[config.mk]
export PLATFORM = sky130hd
export DESIGN_NAME = rnd_sat
export DESIGN_NICKNAME = d
export VERILOG_FILES = /design/src/rtl/rnd_sat.sv
export SDC_FILE = /design/constraint.sdc
export NUM_CORES = 1
export LEC_CHECK = 0
export CAP_MARGIN = 15
export CORE_ASPECT_RATIO = 1.75
export CORE_UTILIZATION = 56
export CTS_BUF_LIST = sky130_fd_sc_hd__clkbuf_4
export DETAILED_ROUTE_END_ITERATION = 7
export GPL_ROUTABILITY_DRIVEN = 0
export PLACE_DENSITY = 0.8
export SYNTH_ARGS = -nofsm -noshare
export SYNTH_HDL_FRONTEND = slang
export SYNTH_SLANG_ARGS = --single-unit
[constraint.sdc]
create_clock -name clk_i -period 0.8 [get_ports clk_i]
set_input_delay 0.24 -clock clk_i [delete_from_list [all_inputs] [get_ports clk_i]]
set_output_delay 0.24 -clock clk_i [all_outputs]
set_load 0.1 [all_outputs]
[src/rtl/rnd_sat.sv]
// rtl/rnd_sat.sv - registered right-shift, round and saturate/wrap stage (optional sat_o flag via RND_SAT_FLAG_EN)
package math_pkg;
    typedef enum logic [2:0] {
        DIRECT_DOWN  = 3'd0,
        DIRECT_UP    = 3'd1,
        TO_ZERO      = 3'd2,
        AWAY_ZERO    = 3'd3,
        NEAREST_UP   = 3'd4,
        NEAREST_EVEN = 3'd5
    } round_mode_e;
endpackage

module rnd_sat
    import math_pkg::*;
#(
    parameter int InDw    = 16,
    parameter int OutDw   = 8,
    parameter int ShiftDw = 3
) (
    input  logic               clk_i,
    input  logic               rst_i,
    input  logic               tc_mode_i,
    input  round_mode_e        round_mode_i,
    input  logic               saturate_en_i,
    input  logic [ShiftDw-1:0] shift_i,
    input  logic [InDw-1:0]    data_i,
    output logic [OutDw-1:0]   data_o
`ifdef RND_SAT_FLAG_EN
    ,
    output logic               sat_o
`endif
);

    // Output range limits expressed at the internal InDw+1 width
    localparam logic signed [InDw:0] S_MAX = {{(InDw-OutDw+2){1'b0}}, {(OutDw-1){1'b1}}};
    localparam logic signed [InDw:0] S_MIN = {{(InDw-OutDw+2){1'b1}}, {(OutDw-1){1'b0}}};
    localparam logic signed [InDw:0] U_MAX = {{(InDw-OutDw+1){1'b0}}, {OutDw{1'b1}}};
    localparam logic [InDw-1:0]      ONE   = {{(InDw-1){1'b0}}, 1'b1};

    logic signed [InDw:0] ext;
    logic signed [InDw:0] shifted;
    logic signed [InDw:0] rounded;
    logic [InDw-1:0]      frac;
    logic [InDw-1:0]      half;
    logic                 neg;
    logic                 frac_nz;
    logic                 inc;
    logic                 over;
    logic                 under;
    logic [OutDw-1:0]     result;

    always_comb begin
        ext     = tc_mode_i ? {data_i[InDw-1], data_i} : {1'b0, data_i};
        shifted = ext >>> shift_i;
        frac    = data_i & ~({InDw{1'b1}} << shift_i);
        half    = ONE << (shift_i - ShiftDw'(1));
        neg     = tc_mode_i & data_i[InDw-1];
        frac_nz = |frac;
        inc     = 1'b0;
        case (round_mode_i)
            DIRECT_UP:    inc = frac_nz;
            TO_ZERO:      inc = frac_nz & neg;
            AWAY_ZERO:    inc = frac_nz & ~neg;
            NEAREST_UP:   inc = (frac >= half);
            NEAREST_EVEN: inc = (frac > half) | ((frac == half) & shifted[0]);
            default:      inc = 1'b0;
        endcase
        // No discarded bits means nothing to round
        if (shift_i == '0) begin
            inc = 1'b0;
        end
        rounded = shifted + {{InDw{1'b0}}, inc};
        over    = rounded > (tc_mode_i ? S_MAX : U_MAX);
        under   = tc_mode_i & (rounded < S_MIN);
        result  = rounded[OutDw-1:0];
        if (saturate_en_i && over) begin
            result = tc_mode_i ? S_MAX[OutDw-1:0] : U_MAX[OutDw-1:0];
        end else if (saturate_en_i && under) begin
            result = S_MIN[OutDw-1:0];
        end
    end

    always_ff @(posedge clk_i or posedge rst_i) begin
        if (rst_i) begin
            data_o <= '0;
        end else begin
            data_o <= result;
        end
    end

`ifdef RND_SAT_FLAG_EN
    always_ff @(posedge clk_i or posedge rst_i) begin
        if (rst_i) begin
            sat_o <= 1'b0;
        end else begin
            sat_o <= over | under;
        end
    end
`endif

endmodule

==> impl_metrics.json, run 1 <==
{
  "grt_pass1_vias": 3276,
  "grt_pass1_wl_um": 18200,
  "synthTopCellsByArea": "dfrtp_1 10%, ha_1 8.8%, mux2i_1 7.1%, mux4_1 6.6%, mux4_2 5.7%",
  "synth_edf_count": 0,
  "cts.sinks": 8,
  "synth-main-ff-cell": "dfrtp_1",
  "rows": 28,
  "ctsHoldBuffers": 0,
  "synth_cell_types": 70,
  "yosysSeqAreaShare_pct": 10.1,
  "clock_path_buffers": 2,
  "syn-cell-area_um2": 1990,
  "htree_levels": 1,
  "die_h_um": 80.8,
  "synth_top_area_share_pct": 10.1,
  "grt.overflow.total": 28,
  "cts-root-buf": "clkbuf_4",
  "grt_max_degree": 20,
  "synth_cells": 223,
  "die_w_um": 47.0,
  "run.stop_error": "[ERROR GRT-0116] Global routing finished with congestion. Check the congestion regions in the DRC Viewer.",
  "syn-num-nets": 263,
  "synth-seq-cells": 8,
  "grtUsageTotal_pct": 69.0,
  "ioPinCount": 34,
  "start_util_pct": 58.4,
  "post-place-ws_ps": -4140,
  "dpl.hpwl_um": 6660,
  "ys.warnings.count": 0,
  "cts_buffers": 3,
  "status": "did not finish",
  "async_reset_ff_share_pct": 100,
  "dpl-instance-area_um2": 3110,
  "syn_avg_cell_area_um2": 8.90,
  "synth_top_area_cell": "dfrtp_1",
  "stop_stage": "global routing",
  "port_buffers": 33
}
-- what timing repair did --
| item | 4_1_cts |
|---|---|
| pin swaps | 13 |
| endpoints found under the hold margin | 0 |
| setup buffers | 9 |
| setup endpoints to repair | 16 |
| resized for setup | 24 |
-- cell usage after synthesis, types with 3 or more instances --
library cell,number
and3_1,3
nand2b_1,6
xnor2_1,3
mux2i_1,14
mux4_2,5
a21oi_1,11
a21o_1,6
nor2b_1,3
or3_1,4
nand2_1,15
o21ai_1,7
clkbuf_1,3
buf_6,4
xor2_1,3
dfrtp_1,8
nor3_1,8
and2_1,5
mux4_1,5
mux2_1,3
nor4b_1,3
inv_1,9
ha_1,14
nand3_1,5
nor2_1,22
-- through the flow --
step	setup TNS (ps)	util, %	cells	hold WS (ps)
floorplan	-28840	-	223	55.8
global placement	-31660	91.5	372	493
detailed placement	-33090	91.5	372	512
CTS	-30140	95.1	385	231
-- metal layers --
metal,track usage [%],GRT overflow
met5,8.33,0
met4,77.7,18
met3,42.7,2
met2,91.7,8
met1,63.7,0
-- cells by family after synthesis --
family          count (synthesis)  synth area share [%]
simple gates                   89                  25.0
compound gates                 55                  23.1
mux                            32                  25.2
buf+inv                        19                  5.23
fa+ha+maj                      14                  8.82
flops                           8                  10.1
xor+xnor                        6                  2.65
==> inputs of run 2 (changes only) <==
==> config.mk (replaced) <==
export PLATFORM = sky130hd
export DESIGN_NAME = rnd_sat
export DESIGN_NICKNAME = d
export VERILOG_FILES = /design/src/rtl/rnd_sat.sv
export SDC_FILE = /design/constraint.sdc
export NUM_CORES = 1
export LEC_CHECK = 0
export CAP_MARGIN = 15
export CORE_UTILIZATION = 40
export DETAILED_ROUTE_END_ITERATION = 7
export GPL_ROUTABILITY_DRIVEN = 0
export PLACE_DENSITY_LB_ADDON = 0.15
export SYNTH_ARGS = -nofsm -noshare
export SYNTH_HDL_FRONTEND = slang
export SYNTH_SLANG_ARGS = --single-unit
==> run 2 against run 1 <==
The flow now finishes, with violations (negative setup slack). Synthesized cell count unchanged. Area after synthesis unchanged.
==> impl_metrics.json, run 2 <==
{
  "status": "complete, but fails checks",
  "violations": "negative setup slack",
  "largest-register": "data_o",
  "yosysMostFrequentCell": "nor2_1",
  "top_regs": "data_o: 8 flops",
  "required_ps": 950,
  "grt.overflow.total": 0,
  "finalHoldViolCount": 0,
  "holdWs_ps": 260,
  "grt_pass1_wl_um": 10300,
  "cts_buffers": 3,
  "rsz0062_at_grt": "yes",
  "post-route-period-util_pct": 540,
  "grt_pass1_vias": 2130,
  "start_kind": "primary input",
  "power_density_nw_per_um2": 1110,
  "post-place-ws_ps": -4100,
  "mostFrequentLayoutCell": "buf_4",
  "setup_violations": 16,
  "synth_cell_types": 70,
  "fin_tns_setup_ps": -30160,
  "start_util_pct": 41.8,
  "slew_headroom_pct": 73.7,
  "cpMostUsedCell": "a21o_1",
  "power_frac_comb_pct": 71.0,
  "synth_edf_count": 0,
  "largest_reg_flops": 8,
  "clkTransAtPathRegs_ps": 40,
  "n_antenna_cell": 0,
  "cts.sinks": 8,
  "antenna_found_initial": 0,
  "peakVddDrop_mv": 0.881,
  "p_sw_share_pct": 42.4,
  "synth_simple_gate_area_share_pct": 25.0,
  "synth-compound-area-share_pct": 23.1,
  "synthMuxAreaShare_pct": 25.2,
  "seqPwrFrac_pct": 15.1,
  "nets": 373,
  "vias": 2135,
  "hp-class": "in2async",
  "htree_levels": 1,
  "die_h_um": 72.5,
  "final_area_um2": 3240,
  "cts_tree": "yes",
  "dpl.hpwl_um": 5000,
  "critPathSlowestCell": "o41ai_4",
  "synth-seq-cells": 8,
  "syn-num-nets": 263,
  "ioPinCount": 34,
  "synthTopCellsByCount": "22 x nor2_1, 15 x nand2_1, 14 x ha_1, 14 x mux2i_1, 11 x a21oi_1",
  "slew_violations": 0,
  "pwr-share-clk_pct": 13.9,
  "drc": 0,
  "crit_type": "in2reg",
  "dpl-instance-area_um2": 3070,
  "synth-xor-area-share_pct": 2.65,
  "maxClockFrequency_ghz": 0.232,
  "worstMarginPinSlew_ps": 392,
  "async_reset_ff_share_pct": 100,
  "cts-root-buf": "clkbuf_8",
  "p_leak_nw": 1.38,
  "grt_max_degree": 23,
  "first_pass_iters": 4,
  "final_core_util_pct": 68.1,
  "synth-main-ff-cell": "dfrtp_1",
  "fin_ws_ps": -3520,
  "max_stage_delay_ps": 310,
  "synth_fa_ha_area_share_pct": 8.82,
  "wire_per_inst_um": 15.0,
  "dieArea_um2": 5250,
  "ys.warnings.count": 0,
  "crit_fanout": 8,
  "core-area_um2": 4750,
  "p_total_mw": 3.58,
  "final.min_clock_period_ps": 4320,
  "synthTopCellsByArea": "dfrtp_1 10%, ha_1 8.8%, mux2i_1 7.1%, mux4_1 6.6%, mux4_2 5.7%",
  "p_switching_mw": 1.52,
  "synth_top_area_cell": "dfrtp_1",
  "ctsHoldBuffers": 0,
  "grtUsageTotal_pct": 24.8,
  "synth_top_family_by_area": "multiplexers",
  "routed_via_density": 5.35,
  "drt-initial-drc-count": 108,
  "syn-cell-area_um2": 1990,
  "layout_common_cells": "80 x buf_4, 22 x clkdlybuf4s50_1, 21 x nor2_1, 15 x nand2_1, 14 x mux2i_1",
  "yosysSeqAreaShare_pct": 10.1,
  "die_w_um": 72.5,
  "synth_cells": 223,
  "intPower_mw": 2.06,
  "maxCapViolCount": 0,
  "rows": 25,
  "dpl.cell_count": 387,
  "cp-end-kind": "flip-flop",
  "stdcell_count": 399,
  "syn_to_final_growth_pct": 63.1,
  "synth_top_area_share_pct": 10.1,
  "ant_nets": 0,
  "syn_avg_cell_area_um2": 8.90,
  "routed_wl_um": 5990,
  "clock_path_buffers": 2,
  "cp_data_arrival_time_ps": 4460,
  "port_buffers": 33,
  "drive_gt1_share_pct": 44.0
}
[run 2: power groups by stage]
stage                     clock [mW]  sequential, mW  combinational (mW)
final                          0.498           0.540                2.54
after global routing           0.536           0.544                2.70
after CTS                      0.509           0.541                2.48
after detailed placement           0           0.548                2.42
after global placement             0           0.545                2.39
after floorplan                    0           0.936                1.04
[run 2: timing repair]
action / in CTS / in global routing
hold endpoints to repair: 0 / 0
buffers inserted: 5 / 3
gates resized for setup: 23 / 5
setup endpoints to repair: 16 / 16
cloned: 0 / 0
pin swaps: 13 / 13
[run 2: cell type report]
class	instances	area, µm²
Clock buffer	4	45.0
Fill cell	407	1520
Inverter	10	42.5
Multi-Input combinational cell	196	1810
Sequential cell	8	226
Tap cell	67	83.8
Timing Repair Buffer	114	1030
[run 2: worst paths after layout]
path                            start                   to  slack, ps  cells past startpoint
setup / recovery           shift_i[1]  data_o[7]$_DFF_PP0_      -3520                     25
max in group asynchronous       rst_i  data_o[4]$_DFF_PP0_        280                      2
hold / removal                  rst_i  data_o[1]$_DFF_PP0_        260                      2
min in group clk_i          tc_mode_i  data_o[7]$_DFF_PP0_        750                      3
[run 2: cells by family after synthesis]
| logic type | Yosys count |
|---|---|
| and+or+nand+nor | 89 |
| AOI/OAI and AO/OA | 55 |
| muxes | 32 |
| buffers and inverters | 19 |
| adders and majority gates | 14 |
| DFF | 8 |
| xor gates and xnor gates | 6 |
[run 2: worst max-delay path: cells and delay by family]
family                     cells  cell delay (ps)
AOI/OAI and AO/OA             12             1850
xor gates and xnor gates       1              120
adders and majority gates      4             1070
buffers and inverters          2              210
muxes                          1              220
and+or+nand+nor                5              730
[run 2: routing by layer]
metal / track usage [%] / vias up / wire, µm
li1: - / 1081 / -
met1: 32.5 / 1017 / 2750
met2: 45.2 / 35 / 3080
met3: 2.64 / 2 / 141
met4: 2.61 / 0 / 14
met5: 0 / - / 0
Note: power is estimated with default switching activity, not from simulation.
